===== src/rtl/control_pkg.sv =====
`default_nettype none
// ============================================================================
//  Module      : control_pkg
//  Description : Shared constants and types for the microsequencer
//                next-state logic: address width, next-state mode codes,
//                condition-select codes and the opcode-to-start-state table.
//  Revision    : 1.0  initial release
// ============================================================================
package control_pkg;

  // Control-store address width.
  localparam int ADDR_W = 10;

  // Next-state mode field of the control word.
  typedef enum logic [2:0] {
    NS_INCR    = 3'd0,
    NS_JUMP    = 3'd1,
    NS_DECODE  = 3'd2,
    NS_CBRANCH = 3'd3,
    NS_WAIT    = 3'd4,
    NS_CALL    = 3'd5,
    NS_RETURN  = 3'd6,
    NS_FETCH   = 3'd7
  } ns_mode_e;

  // Condition-select field of the control word.
  typedef enum logic [2:0] {
    COND_MOC    = 3'd0,
    COND_Z      = 3'd1,
    COND_N      = 3'd2,
    COND_C      = 3'd3,
    COND_V      = 3'd4,
    COND_BRPASS = 3'd5,
    COND_ONE    = 3'd6,
    COND_ZERO   = 3'd7
  } cond_sel_e;

  // Bit positions inside the {N,Z,C,V} flag vector.
  localparam int FLAG_N = 3;
  localparam int FLAG_Z = 2;
  localparam int FLAG_C = 1;
  localparam int FLAG_V = 0;

  // One opcode-to-start-state mapping; entries with valid=0 are ignored.
  typedef struct packed {
    logic              valid;
    logic [7:0]        op;
    logic [ADDR_W-1:0] addr;
  } enc_entry_t;

  localparam int ENC_N = 8;

  // Opcodes not listed here are unmapped and decode as illegal.
  localparam enc_entry_t ENC_TABLE [ENC_N] = '{
    '{1'b1, 8'h0A, 10'd10},
    '{1'b1, 8'h01, 10'd200},
    '{1'b1, 8'h02, 10'd300},
    '{1'b1, 8'h10, 10'd400},
    '{1'b1, 8'h20, 10'd500},
    '{1'b1, 8'h30, 10'd600},
    '{1'b1, 8'h40, 10'd700},
    '{1'b1, 8'hF0, 10'd900}
  };

endpackage
`default_nettype wire


===== src/rtl/next_state_selector_if.sv =====
`default_nettype none
// ============================================================================
//  Module      : next_state_selector_if
//  Description : Control-word fields, status inputs and sequencer outputs
//                of the next-state selector, bundled for port connection.
//  Revision    : 1.0  initial release
// ============================================================================
interface next_state_selector_if #(
  parameter int ADDR_W = control_pkg::ADDR_W
) ();

  logic              enable;
  logic [2:0]        ns_mode;
  logic [2:0]        cond_sel;
  logic              inv;
  logic [ADDR_W-1:0] cr_addr;
  logic              moc;
  logic [3:0]        flags;
  logic              br_pass;
  logic [7:0]        ir_op;
  logic [ADDR_W-1:0] next_state;
  logic              stack_err;
  logic              illegal_op;

  // Drives the control word and status, observes the sequencer.
  modport master (
    output enable, ns_mode, cond_sel, inv, cr_addr, moc, flags, br_pass, ir_op,
    input  next_state, stack_err, illegal_op
  );

  // The sequencer itself.
  modport slave (
    input  enable, ns_mode, cond_sel, inv, cr_addr, moc, flags, br_pass, ir_op,
    output next_state, stack_err, illegal_op
  );

endinterface
`default_nettype wire


===== src/rtl/instruction_encoder.sv =====
`default_nettype none
// ============================================================================
//  Module      : instruction_encoder
//  Description : Combinational opcode-to-start-state lookup against
//                ENC_TABLE; o_valid low marks an unmapped opcode.
//  Revision    : 1.0  initial release
// ============================================================================
module instruction_encoder #(
  parameter int ADDR_W = control_pkg::ADDR_W
) (
  input  wire logic [7:0]        i_ir_op,
  output logic      [ADDR_W-1:0] o_addr,
  output logic                   o_valid
);
  import control_pkg::*;

  // Scan the table; opcodes are unique so at most one entry matches.
  always_comb begin
    o_addr  = '0;
    o_valid = 1'b0;
    for (int i = 0; i < ENC_N; i++) begin
      if (ENC_TABLE[i].valid && (ENC_TABLE[i].op == i_ir_op)) begin
        o_addr  = ADDR_W'(ENC_TABLE[i].addr);
        o_valid = 1'b1;
      end
    end
  end

endmodule
`default_nettype wire


===== src/rtl/next_state_selector.sv =====
`default_nettype none
// ============================================================================
//  Module      : next_state_selector
//  Description : Microsequencer next-state logic. Selects the next control
//                store address from increment, jump, opcode decode,
//                conditional branch, wait, call/return (LIFO stack) or
//                fetch, and registers it with one cycle of latency.
//  Revision    : 1.0  initial release
// ============================================================================
module next_state_selector #(
  parameter int ADDR_W      = control_pkg::ADDR_W,
  parameter int STACK_DEPTH = 4
) (
  input wire logic             clk,
  input wire logic             reset,
  next_state_selector_if.slave bus
);
  import control_pkg::*;

  // Pointer counts 0..STACK_DEPTH, so it needs one more code than the index.
  localparam int SP_W  = $clog2(STACK_DEPTH + 1);
  localparam int IDX_W = (STACK_DEPTH > 1) ? $clog2(STACK_DEPTH) : 1;
  localparam logic [SP_W-1:0] c_SP_FULL = SP_W'(STACK_DEPTH);

  logic [ADDR_W-1:0] r_next_state;
  logic [SP_W-1:0]   r_sp;
  logic              r_stack_err;
  logic              r_illegal_op;
  logic [ADDR_W-1:0] r_stack [STACK_DEPTH];

  logic              w_cond_raw;
  logic              w_cond;
  logic [ADDR_W-1:0] w_inc;
  logic [ADDR_W-1:0] w_enc_addr;
  logic              w_enc_valid;
  logic [ADDR_W-1:0] w_top;
  logic              w_full;
  logic              w_empty;
  logic [IDX_W-1:0]  w_wr_idx;
  logic [IDX_W-1:0]  w_rd_idx;
  logic [ADDR_W-1:0] w_ns_d;
  logic              w_push;
  logic              w_pop;
  logic              w_err_set;
  logic              w_illegal_d;

  instruction_encoder #(
    .ADDR_W (ADDR_W)
  ) u_encoder (
    .i_ir_op (bus.ir_op),
    .o_addr  (w_enc_addr),
    .o_valid (w_enc_valid)
  );

  assign w_inc    = r_next_state + ADDR_W'(1);
  assign w_full   = (r_sp == c_SP_FULL);
  assign w_empty  = (r_sp == '0);
  assign w_wr_idx = IDX_W'(r_sp);
  assign w_rd_idx = IDX_W'(r_sp - SP_W'(1));
  assign w_top    = r_stack[w_rd_idx];
  assign w_cond   = w_cond_raw ^ bus.inv;

  // Condition multiplexer ahead of the invert.
  always_comb begin
    w_cond_raw = 1'b0;
    case (cond_sel_e'(bus.cond_sel))
      COND_MOC:    w_cond_raw = bus.moc;
      COND_Z:      w_cond_raw = bus.flags[FLAG_Z];
      COND_N:      w_cond_raw = bus.flags[FLAG_N];
      COND_C:      w_cond_raw = bus.flags[FLAG_C];
      COND_V:      w_cond_raw = bus.flags[FLAG_V];
      COND_BRPASS: w_cond_raw = bus.br_pass;
      COND_ONE:    w_cond_raw = 1'b1;
      COND_ZERO:   w_cond_raw = 1'b0;
      default:     w_cond_raw = 1'b0;
    endcase
  end

  // Next-address selection plus stack push/pop and error requests.
  always_comb begin
    w_ns_d      = r_next_state;
    w_push      = 1'b0;
    w_pop       = 1'b0;
    w_err_set   = 1'b0;
    w_illegal_d = 1'b0;
    case (ns_mode_e'(bus.ns_mode))
      NS_INCR:    w_ns_d = w_inc;
      NS_JUMP:    w_ns_d = bus.cr_addr;
      NS_DECODE: begin
        if (w_enc_valid) begin
          w_ns_d = w_enc_addr;
        end else begin
          w_ns_d      = '0;
          w_illegal_d = 1'b1;
        end
      end
      NS_CBRANCH: w_ns_d = w_cond ? bus.cr_addr : w_inc;
      // Stall in place until the condition (normally moc) comes true.
      NS_WAIT:    w_ns_d = w_cond ? w_inc : r_next_state;
      NS_CALL: begin
        // The jump still happens on overflow; only the return address is lost.
        w_ns_d = bus.cr_addr;
        if (w_full) begin
          w_err_set = 1'b1;
        end else begin
          w_push = 1'b1;
        end
      end
      NS_RETURN: begin
        if (w_empty) begin
          w_ns_d    = '0;
          w_err_set = 1'b1;
        end else begin
          w_ns_d = w_top;
          w_pop  = 1'b1;
        end
      end
      NS_FETCH:   w_ns_d = '0;
      default:    w_ns_d = '0;
    endcase
  end

  // Address register, stack pointer and status; enable low freezes all state.
  always_ff @(posedge clk) begin
    if (!reset) begin
      r_next_state <= '0;
      r_sp         <= '0;
      r_stack_err  <= 1'b0;
      r_illegal_op <= 1'b0;
    end else if (bus.enable) begin
      r_next_state <= w_ns_d;
      if (w_push) begin
        r_sp <= r_sp + SP_W'(1);
      end else if (w_pop) begin
        r_sp <= r_sp - SP_W'(1);
      end
      if (w_err_set) begin
        r_stack_err <= 1'b1;
      end
      r_illegal_op <= w_illegal_d;
    end else begin
      r_illegal_op <= 1'b0;
    end
  end

  // Stack storage; only the pointer is reset, entry contents are don't-care.
  always_ff @(posedge clk) begin
    if (reset && bus.enable && w_push) begin
      r_stack[w_wr_idx] <= w_inc;
    end
  end

  assign bus.next_state = r_next_state;
  assign bus.stack_err  = r_stack_err;
  assign bus.illegal_op = r_illegal_op;

endmodule
`default_nettype wire


===== src/flat_wrapper.sv =====
// flat-port wrapper written by rule: the top's interface ports become plain ports
module next_state_selector_flat import control_pkg::*;
#(
  parameter int ADDR_W      = control_pkg::ADDR_W,
  parameter int STACK_DEPTH = 4
)
  (clk, reset, bus_enable, bus_ns_mode, bus_cond_sel, bus_inv, bus_cr_addr, bus_moc, bus_flags, bus_br_pass, bus_ir_op, bus_next_state, bus_stack_err, bus_illegal_op);
  next_state_selector_if #(.ADDR_W(ADDR_W)) bus_i ();
  input wire logic clk;
  input wire logic reset;
  input wire logic [$bits(bus_i.enable)-1:0] bus_enable;
  input wire logic [$bits(bus_i.ns_mode)-1:0] bus_ns_mode;
  input wire logic [$bits(bus_i.cond_sel)-1:0] bus_cond_sel;
  input wire logic [$bits(bus_i.inv)-1:0] bus_inv;
  input wire logic [$bits(bus_i.cr_addr)-1:0] bus_cr_addr;
  input wire logic [$bits(bus_i.moc)-1:0] bus_moc;
  input wire logic [$bits(bus_i.flags)-1:0] bus_flags;
  input wire logic [$bits(bus_i.br_pass)-1:0] bus_br_pass;
  input wire logic [$bits(bus_i.ir_op)-1:0] bus_ir_op;
  output wire logic [$bits(bus_i.next_state)-1:0] bus_next_state;
  output wire logic [$bits(bus_i.stack_err)-1:0] bus_stack_err;
  output wire logic [$bits(bus_i.illegal_op)-1:0] bus_illegal_op;
  assign bus_i.enable = bus_enable;
  assign bus_i.ns_mode = bus_ns_mode;
  assign bus_i.cond_sel = bus_cond_sel;
  assign bus_i.inv = bus_inv;
  assign bus_i.cr_addr = bus_cr_addr;
  assign bus_i.moc = bus_moc;
  assign bus_i.flags = bus_flags;
  assign bus_i.br_pass = bus_br_pass;
  assign bus_i.ir_op = bus_ir_op;
  assign bus_next_state = bus_i.next_state;
  assign bus_stack_err = bus_i.stack_err;
  assign bus_illegal_op = bus_i.illegal_op;
  next_state_selector #(.ADDR_W(ADDR_W), .STACK_DEPTH(STACK_DEPTH)) u_core (.clk(clk), .reset(reset), .bus(bus_i));
endmodule

===== config.mk =====
export PLATFORM = sky130hd
export DESIGN_NAME = next_state_selector_flat
export DESIGN_NICKNAME = d
export VERILOG_FILES = /design/src/rtl/control_pkg.sv /design/src/rtl/next_state_selector_if.sv /design/src/rtl/instruction_encoder.sv /design/src/rtl/next_state_selector.sv /design/src/flat_wrapper.sv
export SDC_FILE = /design/constraint.sdc
export NUM_CORES = 1
export LEC_CHECK = 0
export CAP_MARGIN = 20
export CORE_MARGIN = 3
export CORE_UTILIZATION = 25
export DETAILED_ROUTE_END_ITERATION = 7
export SYNTH_ARGS = -nofsm -noshare
export SYNTH_HDL_FRONTEND = slang
export SYNTH_HIERARCHICAL = 1
export SYNTH_SLANG_ARGS = --single-unit

===== constraint.sdc =====
create_clock -name clk -period 3.6 [get_ports clk]
set_input_delay 0.72 -clock clk [delete_from_list [all_inputs] [get_ports clk]]
set_output_delay 0.72 -clock clk [all_outputs]
set_load 0.02 [all_outputs]

==> results.sh, run 1 <==
export IMPL_power_switching_mw=0.4819
export IMPL_clk_latency_ns=0.30
export IMPL_place_hpwl_mm=6.770
export IMPL_drv_slew=0
export IMPL_synth_seq_cells=55
export IMPL_synthFlopType="edfxtp_1"
export IMPL_path_clk_slew_ns=0.08
export IMPL_cap_violations=0
export IMPL_cp_endpoint="u_core/bus.next_state[9]$_SDFFE_PN0P_"
export IMPL_ys_seq_area_frac=0.4367
export IMPL_fin_crit_ns=3.024
export IMPL_power_total_mw=1.624
export IMPL_cts_buffers_inserted=5
export IMPL_cts_tree="built"
export IMPL_hold_viol=0
export IMPL_avgSynthCellArea_um2=10.68
export IMPL_cpPeakStageDelay_ns=0.62
export IMPL_cts_buffer_depth=2
export IMPL_power_density_mw_per_mm2=384.7
export IMPL_fin_skew_ns=0.008443
export IMPL_drtAntennaViolNets=0
export IMPL_num_io_pins=46
export IMPL_fin_crit_sh=0.8401
export IMPL_synth_cell_types=70
export IMPL_final_setup_worst_slack_ns=0.5756
export IMPL_reg2reg_slack_ns=0.89
export IMPL_max_slew_margin=0.5396
export IMPL_path_class="in2reg"
export IMPL_r2r_end="u_core/bus.next_state[9]$_SDFFE_PN0P_"
export IMPL_antenna_cells=0
export IMPL_clock_sinks=55
export IMPL_nets=406
export IMPL_status="completed"
export IMPL_cts_root_buf="clkbuf_16"
export IMPL_post_cts_resized=0
export IMPL_rsz0062_at_grt="no"
export IMPL_tightestPinTransition_ns=0.6899
export IMPL_cp_slowest_cell="clkdlybuf4s50_1"
export IMPL_grt_first_pass_wirelength_mm=14.13
export IMPL_die_x_um=123.3
export IMPL_cts_hold_buf=0
export IMPL_multi_input_comb_area_mm2=0.001772
export IMPL_leakagePower_nw=1.457
export IMPL_postCtsSetupBuffers=0
export IMPL_fill_cells=1374
export IMPL_setup_tns_ns=0
export IMPL_die_area_mm2=0.01520
export IMPL_ir_worst_vdd_mv=0.1775
export IMPL_drive_above_1_share=0.1339
export IMPL_portBuffers=45
export IMPL_drt_pre_antenna_iters=5
export IMPL_path_max_fanout=11
export IMPL_gr_total_overflow=0
export IMPL_drtIter0Drc=265
export IMPL_detail_route_drc_violations=0
export IMPL_worstSetupStartpointType="input port"
export IMPL_area_growth_pct=22.82
export IMPL_path_cells="clkdlybuf4s50_1 > and3_1 > o211ai_1 > o211ai_1 > nor2b_1 > buf_4 > a21o_1 > a222oi_1 > o21ai_0 > a21o_1 > a32o_1"
export IMPL_syn_instance_count=322
export IMPL_end_kind="flip-flop"
export IMPL_critPathLaunch="bus_ir_op[7]"
export IMPL_synth_fp_nets=363
export IMPL_viasPerCell=5.105
export IMPL_placedCellCount=534
export IMPL_hp_class="reg2reg"
export IMPL_clkPwrFrac=0.320
export IMPL_worstPathRequired_ns=3.79
export IMPL_num_vias=2767
export IMPL_p_comb_frac=0.233
export IMPL_max_freq_mhz=330.6
export IMPL_grt_pass1_vias=2607
export IMPL_row_count=42
export IMPL_register_area_mm2=0.001501
export IMPL_gp_congestion=0.8756
export IMPL_grt_use_total=0.1214
export IMPL_setup_viol=0
export IMPL_p_seq_frac=0.447
export IMPL_async_flop_share=0
export IMPL_reg2reg_from="u_core/r_sp[0]$_SDFFE_PN0P_"
export IMPL_die_h_um=123.3
export IMPL_syn_area_mm2=0.003438
export IMPL_reg2regPathDepth=8
export IMPL_fin_cells=542
export IMPL_p_sw_frac=0.2967
export IMPL_htreeDepth=2
export IMPL_wl_per_cell_um=16.80
export IMPL_wirelength_mm=9.108
export IMPL_internal_power_mw=1.142
export IMPL_antenna_found_initial=0
export IMPL_grt_max_degree=23
export IMPL_synth_edf_count=40
export IMPL_initial_core_util=0.2576
export IMPL_yosysWarnings=6
export IMPL_cp_arrival_ns=3.22
export IMPL_core_mm2=0.01335
export IMPL_dp_slack_ns=0.2561
==> through the flow <==
step	instance area, µm²	utilization	hold slack (ns)
3_3_place_gp	4064	0.3045	0.4828
6_report	4223	0.3164	0.4969
2_1_floorplan	3438	-	0.5079
3_5_place_dp	4064	0.3045	0.4897
4_1_cts	4223	0.3164	0.5111
5_1_grt	4223	0.3164	0.5500
==> worst max-delay path, delay by kind of cell <==
kind / cells / cell delay [ns]
AND/OR/NAND/NOR: 2 / 0.44
AO/OA/AOI/OAI: 7 / 1.27
buffers and inverters: 2 / 0.78
==> routing by layer <==
metal	up-vias	track usage	wire [µm]
li1	1326	-	-
met1	1350	0.1556	3929
met2	83	0.2093	4556
met3	8	0.02562	531
met4	0	0.02907	91
met5	-	0	0
==> synthesized netlist by cell type (5+ instances only) <==
| library cell | count | area [µm²] |
|---|---|---|
| o211ai_1 | 6 | 45.04 |
| clkbuf_1 | 6 | 22.52 |
| nor3_1 | 7 | 35.03 |
| edfxtp_1 | 40 | 1201 |
| mux4_2 | 10 | 225.2 |
| xor2_1 | 7 | 61.31 |
| nor2_1 | 29 | 108.9 |
| inv_1 | 12 | 45.04 |
| xnor2_1 | 5 | 43.79 |
| ha_1 | 7 | 87.58 |
| o21ai_1 | 8 | 40.04 |
| nand3_1 | 7 | 35.03 |
| a221o_1 | 8 | 80.08 |
| a31oi_1 | 6 | 37.54 |
| nand2_1 | 20 | 75.07 |
| dfxtp_1 | 15 | 300.3 |
| a21oi_1 | 28 | 140.1 |
| o21ai_0 | 13 | 65.06 |
==> layout make-up <==
| cell class | count | area share |
|---|---|---|
| inverters | 12 | 0.01067 |
| clock buffers | 5 | 0.02963 |
| repair buffers | 55 | 0.1244 |
| flip-flops and latches | 55 | 0.3556 |
| well taps | 176 | 0.05215 |
| clock inverters | 3 | 0.008000 |
| multi-input cells | 236 | 0.4196 |
==> logic make-up (layout without fill, tap and decap cells) <==
logic type,count (synthesis),count (layout),share of synthesized area
flops,55,55,0.4367
xor+xnor,12,12,0.03057
simple gates,102,102,0.1761
fa+ha+maj,7,7,0.02547
compound gates,98,98,0.1976
buf+inv,31,75,0.04803
other cells,1,1,0.001091
mux,16,16,0.08443
==> registers in the layout (all words and copies together) (netlist names) <==
register,flops
u_core/bus.stack_err,1
u_core/bus.next_state,10
u_core/bus.illegal_op,1
u_core/r_sp,3
u_core/r_stack,40
==> placed cells by master (no fill, tap or decap), types with 8 or more instances in the layout <==
| cell | count |
|---|---|
| a21oi_1 | 28 |
| a221o_1 | 8 |
| buf_4 | 10 |
| clkdlybuf4s50_1 | 45 |
| dfxtp_1 | 15 |
| edfxtp_1 | 40 |
| inv_1 | 12 |
| mux4_2 | 10 |
| nand2_1 | 20 |
| nor2_1 | 29 |
| o21ai_0 | 13 |
| o21ai_1 | 8 |
==> how the worst min path moves through the flow <==
stage / start / cells after the start / end / slack, ns
2_1_floorplan: u_core/r_sp[1]$_SDFFE_PN0P_ / 2 / u_core/r_sp[1]$_SDFFE_PN0P_ / 0.51
3_5_place_dp: u_core/bus.stack_err$_SDFFE_PN0P_ / 2 / u_core/bus.stack_err$_SDFFE_PN0P_ / 0.49
3_3_place_gp: u_core/bus.stack_err$_SDFFE_PN0P_ / 2 / u_core/bus.stack_err$_SDFFE_PN0P_ / 0.48
5_1_grt: u_core/bus.stack_err$_SDFFE_PN0P_ / 2 / u_core/bus.stack_err$_SDFFE_PN0P_ / 0.55
6_report: u_core/bus.stack_err$_SDFFE_PN0P_ / 2 / u_core/bus.stack_err$_SDFFE_PN0P_ / 0.50
4_1_cts: u_core/bus.stack_err$_SDFFE_PN0P_ / 2 / u_core/bus.stack_err$_SDFFE_PN0P_ / 0.51
==> power by group through the flow <==
stage / clock network, mW / logic, mW / registers [mW]
6_report: 0.520 / 0.379 / 0.726
5_1_grt: 0.567 / 0.412 / 0.729
4_1_cts: 0.530 / 0.378 / 0.726
2_1_floorplan: 0 / 0.228 / 0.748
3_5_place_dp: 0 / 0.376 / 0.741
3_3_place_gp: 0 / 0.366 / 0.740
(Power assumes the default switching activity.)
==> run 2, diff against run 1 <==
==> constraint.sdc (replaced) <==
create_clock -name clk -period 2.5 [get_ports clk]
set_input_delay 0.5 -clock clk [delete_from_list [all_inputs] [get_ports clk]]
set_output_delay 0.5 -clock clk [all_outputs]
set_load 0.02 [all_outputs]
==> run 2 against run 1 <==
  * Die area unchanged
  * Utilization up 3.7 points
  * Sequential share of layout area down 3.8 points
  * Power up 46%
  * Via count up 7.6%
  * Setup slack worse by 0.44 ns
  * Non-clock buffer count up 50
  * Clock skew down 0.0021 ns
  * Sequential power up 45%
  * Hold slack better by 0.0018 ns
  * Critical endpoint is now u_core/bus.next_state[7]$_SDFFE_PN0P_
  * Largest cell class unchanged
  * Highest routed layer unchanged
==> results.sh, run 2 (synthesis results as in run 1) <==
export IMPL_place_hpwl_mm=7.543
export IMPL_internal_power_mw=1.685
export IMPL_layout_commonest_cell="buf_4"
export IMPL_detail_route_drc_violations=0
export IMPL_viasPerCell=5.029
export IMPL_row_count=42
export IMPL_cap_violations=0
export IMPL_grt_first_pass_wirelength_mm=15.36
export IMPL_cts_buffers_inserted=5
export IMPL_end_kind="flip-flop"
export IMPL_placed_area_mm2=0.004428
export IMPL_max_slew_margin=0.6096
export IMPL_drtIter0Drc=178
export IMPL_antenna_cells=0
export IMPL_wl_per_cell_um=16.80
export IMPL_placedCellCount=575
export IMPL_fin_cells=592
export IMPL_gp_congestion=0.8601
export IMPL_final_cell_mix="55 x buf_4, 40 x edfxtp_1, 36 x clkdlybuf4s50_1"
export IMPL_wirelength_mm=9.948
export IMPL_p_sw_frac=0.2875
export IMPL_p_comb_frac=0.260
export IMPL_cp_arrival_ns=2.59
export IMPL_power_switching_mw=0.6801
export IMPL_drive_above_1_share=0.2572
export IMPL_portBuffers=45
export IMPL_die_x_um=123.3
export IMPL_nets=456
export IMPL_area_growth_pct=37.37
export IMPL_met3_length_um=481
export IMPL_antenna_found_initial=0
export IMPL_worstPathRequired_ns=2.73
export IMPL_fin_crit_ns=2.364
export IMPL_grt_pass1_vias=2960
export IMPL_clkPwrFrac=0.298
export IMPL_cp_slowest_cell="clkdlybuf4s50_1"
export IMPL_htreeDepth=2
export IMPL_leakagePower_nw=1.787
export IMPL_initial_core_util=0.2576
export IMPL_num_vias=2977
export IMPL_die_h_um=123.3
export IMPL_fin_crit_sh=0.9458
export IMPL_path_max_fanout=11
export IMPL_cpPeakStageDelay_ns=0.47
export IMPL_status="completed"
export IMPL_hp_class="reg2reg"
export IMPL_gr_total_overflow=0
export IMPL_grt_use_total=0.1311
export IMPL_path_class="in2reg"
export IMPL_core_mm2=0.01335
export IMPL_finalInstanceArea_mm2=0.004723
export IMPL_max_freq_mhz=422.9
export IMPL_cts_hold_buf=0
export IMPL_num_io_pins=46
export IMPL_grt_max_degree=19
export IMPL_power_density_mw_per_mm2=500.8
export IMPL_drt_pre_antenna_iters=5
export IMPL_cts_tree="built"
export IMPL_hold_slack_ns=0.4987
export IMPL_largest_register_ffs=40
export IMPL_largest_register="u_core/r_stack"
export IMPL_path_clk_slew_ns=0.08
export IMPL_fin_skew_ns=0.006371
export IMPL_clk_latency_ns=0.29
export IMPL_setup_viol=0
export IMPL_worstSetupStartpointType="input port"
export IMPL_p_seq_frac=0.442
export IMPL_clock_sinks=55
export IMPL_rsz0062_at_grt="no"
export IMPL_dr_max_layer_used="met4"
export IMPL_wl_met2_mm=5.060
export IMPL_setup_tns_ns=0
export IMPL_wl_met1_mm=4.251
export IMPL_drv_slew=0
export IMPL_ir_worst_vdd_mv=0.2622
export IMPL_cts_root_buf="clkbuf_16"
export IMPL_path_cells="clkdlybuf4s50_1 > or3b_4 > a2111oi_4 > mux2_1 > nor2_1 > buf_4 > a21oi_1 > o311a_1"
export IMPL_die_area_mm2=0.01520
export IMPL_drtAntennaViolNets=0
export IMPL_hold_viol=0
export IMPL_cts_buffer_depth=2
export IMPL_tightestPinTransition_ns=0.5814
[run 2: path summary, 6_finish.rpt]
check	start	endpoint	slack, ns	cells after the start
worst max register to register	u_core/r_sp[0]$_SDFFE_PN0P_	u_core/bus.next_state[9]$_SDFFE_PN0P_	0.30	7
worst min-delay path	u_core/bus.stack_err$_SDFFE_PN0P_	u_core/bus.stack_err$_SDFFE_PN0P_	0.50	2
worst min register to register	u_core/bus.stack_err$_SDFFE_PN0P_	u_core/bus.stack_err$_SDFFE_PN0P_	0.50	2
worst max-delay path	bus_ns_mode[2]	u_core/bus.next_state[7]$_SDFFE_PN0P_	0.14	8
[run 2: critical path: cells and delay by family]
family / cells / cell delay [ns]
muxes: 1 / 0.21
and+or+nand+nor: 2 / 0.48
AOI/OAI and AO/OA: 3 / 0.75
buffers and inverters: 2 / 0.64
[run 2: cell type report]
class,instances,area [µm²]
clock buffers,5,125.1
clock inverters,3,22.52
fillers,1333,8625
inverters,12,45.04
multi-input cells,236,1847
flip-flops and latches,55,1501
well taps,176,220.2
repair buffers,105,962.2
[run 2: through the flow]
step / util / total power, mW / worst slack (ns)
floorplan: - / 1.408 / 0.004591
global placement: 0.3317 / 1.651 / -0.3701
detailed placement: 0.3317 / 1.663 / -0.4640
CTS: 0.3489 / 2.373 / 0.008526
global route: 0.3539 / 2.475 / 0.03670
finish: 0.3539 / 2.366 / 0.1356
[run 2: metal layers]
metal | up-vias | track usage
li1 | 1425 | -
met1 | 1448 | 0.1648
met3 | 12 | 0.01921
met4 | 0 | 0.03529
met5 | - | 0
met2 | 92 | 0.2345
[run 2: power by group through the flow]
stage | clock [mW] | sequential [mW] | combinational (mW)
CTS | 0.721 | 1.05 | 0.606
detailed placement | 0 | 1.07 | 0.596
global route | 0.757 | 1.05 | 0.668
floorplan | 0 | 1.08 | 0.331
finish | 0.705 | 1.05 | 0.615
global placement | 0 | 1.07 | 0.585
[run 2: repair_timing]
item                       CTS  global route
pin swaps                    2             5
buffers inserted             9             0
gates resized for setup      8            15
setup endpoints to repair    9             9
==> run 3, diff against run 2 <==
--- a/config.mk
+++ b/config.mk
@@ -9,7 +9,9 @@
 export CORE_MARGIN = 3
 export CORE_UTILIZATION = 25
 export DETAILED_ROUTE_END_ITERATION = 7
+export SLEW_MARGIN = 20
 export SYNTH_ARGS = -nofsm -noshare
 export SYNTH_HDL_FRONTEND = slang
 export SYNTH_HIERARCHICAL = 1
 export SYNTH_SLANG_ARGS = --single-unit
+export TNS_END_PERCENT = 10
==> run 3 against run 2 <==
  * Sequential power hardly changed
  * Critical endpoint unchanged
  * Clock skew is 0.0015 ns lower
  * Sequential cell count stayed put
  * Non-clock buffer count stayed put
  * First-iteration DRC count is 47% higher
==> results.sh, run 3 (synthesis results as in run 1) <==
export IMPL_die_area_mm2=0.01520
export IMPL_clock_sinks=55
export IMPL_gr_total_overflow=0
export IMPL_power_density_mw_per_mm2=517.2
export IMPL_ir_worst_vdd_mv=0.2630
export IMPL_core_mm2=0.01335
export IMPL_finalInstanceArea_mm2=0.004628
export IMPL_final_cell_mix="60 x buf_4, 40 x edfxtp_1, 37 x clkdlybuf4s50_1"
export IMPL_num_io_pins=46
export IMPL_reg2reg_slack_ns=0.33
export IMPL_hold_viol=0
export IMPL_num_vias=2992
export IMPL_largest_register_ffs=40
export IMPL_drv_slew=0
export IMPL_drtIter0Drc=261
export IMPL_placed_area_mm2=0.004446
export IMPL_setup_viol=0
export IMPL_gp_congestion=0.8561
export IMPL_fill_cells=1323
export IMPL_grt_max_degree=21
export IMPL_status="completed"
export IMPL_row_count=42
export IMPL_wirelength_mm=9.698
export IMPL_fin_skew_ns=0.004895
export IMPL_path_clk_slew_ns=0.07
export IMPL_path_class="in2reg"
export IMPL_drt_pre_antenna_iters=5
export IMPL_largest_register="u_core/r_stack"
export IMPL_antenna_found_initial=0
export IMPL_grt_pass1_vias=2919
export IMPL_internal_power_mw=1.690
export IMPL_fin_crit_sh=0.9686
export IMPL_reg2reg_from="u_core/r_sp[0]$_SDFFE_PN0P_"
export IMPL_end_kind="flip-flop"
export IMPL_antenna_cells=0
export IMPL_initial_core_util=0.2576
export IMPL_htreeDepth=2
export IMPL_p_comb_frac=0.255
export IMPL_area_growth_pct=34.61
export IMPL_tightestPinTransition_ns=0.5846
export IMPL_hp_class="reg2reg"
export IMPL_cp_arrival_ns=2.61
export IMPL_drive_above_1_share=0.2428
export IMPL_cpPeakStageDelay_ns=0.58
export IMPL_viasPerCell=5.054
export IMPL_crit_family="buffers and inverters"
export IMPL_place_hpwl_mm=7.624
export IMPL_max_freq_mhz=413.0
export IMPL_cts_root_buf="clkbuf_16"
export IMPL_power_total_mw=2.394
export IMPL_fin_crit_ns=2.422
export IMPL_portBuffers=45
export IMPL_drtAntennaViolNets=0
export IMPL_worstSetupStartpointType="input port"
export IMPL_cts_buffer_depth=2
export IMPL_worstHoldStart="u_core/bus.stack_err$_SDFFE_PN0P_"
export IMPL_nets=456
export IMPL_p_seq_frac=0.437
export IMPL_critical_path_buf_inv_count=2
export IMPL_rsz0062_at_grt="yes"
export IMPL_path_max_fanout=5
export IMPL_clkPwrFrac=0.309
export IMPL_grt_first_pass_wirelength_mm=15.07
export IMPL_cts_hold_buf=0
export IMPL_min_path_cells=2
export IMPL_path_cells="clkdlybuf4s50_1 > mux2i_1 > buf_4 > a22oi_2 > nand4_1 > nand2_1 > o21ai_0 > o311a_1"
export IMPL_r2r_end="u_core/bus.next_state[9]$_SDFFE_PN0P_"
export IMPL_multi_input_comb_area_mm2=0.001807
export IMPL_register_area_mm2=0.001501
export IMPL_reg2regPathDepth=7
export IMPL_max_slew_margin=0.6089
export IMPL_p_sw_frac=0.2940
export IMPL_clk_latency_ns=0.30
export IMPL_grt_use_total=0.1271
export IMPL_die_h_um=123.3
export IMPL_cp_slowest_cell="clkdlybuf4s50_1"
export IMPL_detail_route_drc_violations=0
export IMPL_power_switching_mw=0.7037
export IMPL_worstPathRequired_ns=2.69
export IMPL_leakagePower_nw=1.738
export IMPL_cts_tree="built"
export IMPL_wl_per_cell_um=16.38
export IMPL_die_x_um=123.3
export IMPL_whs_endpoint="u_core/bus.stack_err$_SDFFE_PN0P_"
export IMPL_cap_violations=0
export IMPL_layout_commonest_cell="buf_4"
export IMPL_cts_buffers_inserted=5
export IMPL_postCtsSetupBuffers=0
run 3: timing repair:
action,CTS,global route
endpoints found under the hold margin,0,0
gates resized for setup,7,6
pin swaps,1,2
endpoints found under the setup margin,7,5
run 3: layer usage:
layer	global-route usage	wire, µm
met4	0.03737	182
met2	0.2219	4797
met5	0	0
met1	0.1606	4075
met3	0.02242	642
run 3: stage by stage:
stage	setup slack, ns	util	hold WS (ns)	instances	TNS (ns)
floorplan	-0.001549	-	0.5079	322	-0.006196
global placement	-0.3798	0.3331	0.4683	584	-2.824
detailed placement	-0.4360	0.3331	0.4670	584	-3.598
CTS	0.01433	0.3444	0.4969	592	0
global route	-0.03055	0.3467	0.5333	592	-0.03055
finish	0.07848	0.3467	0.4803	592	0
run 3: final cells by class:
class                   count  share of cell area
multi-input cells         236              0.3904
flip-flops and latches     55              0.3244
repair buffers            105              0.1941
well taps                 176             0.04758
clock buffers               5             0.02703
inverters                  12            0.009732
clock inverters             3            0.006759
run 3: worst max path at each step:
stage          depth (start not counted)                        start                               endpoint  slack (ns)
2_1_floorplan                          7  u_core/r_sp[0]$_SDFFE_PN0P_  u_core/bus.next_state[3]$_SDFFE_PN0P_      -0.002
3_3_place_gp                          11                 bus_ir_op[1]  u_core/bus.next_state[9]$_SDFFE_PN0P_       -0.38
3_5_place_dp                          11                 bus_ir_op[1]  u_core/bus.next_state[9]$_SDFFE_PN0P_       -0.44
4_1_cts                               10                 bus_ir_op[4]  u_core/bus.next_state[9]$_SDFFE_PN0P_        0.01
5_1_grt                               11                 bus_ir_op[1]  u_core/bus.next_state[9]$_SDFFE_PN0P_       -0.03
6_report                               8              bus_cond_sel[1]  u_core/bus.next_state[7]$_SDFFE_PN0P_        0.08
run 3: tightest hold or removal path, delay by kind of cell, from the launching register on:
kind / cells / cell delay [ns]
flops: 1 / 0.33
simple gates: 1 / 0.07
compound gates: 1 / 0.04
run 3: power by group through the flow:
stage                     registers, mW  clock network, mW  logic [mW]
after global routing               1.05              0.800       0.660
final                              1.05              0.739       0.610
after global placement             1.07                  0       0.594
after CTS                          1.04              0.760       0.604
after floorplan                    1.08                  0       0.330
after detailed placement           1.07                  0       0.604
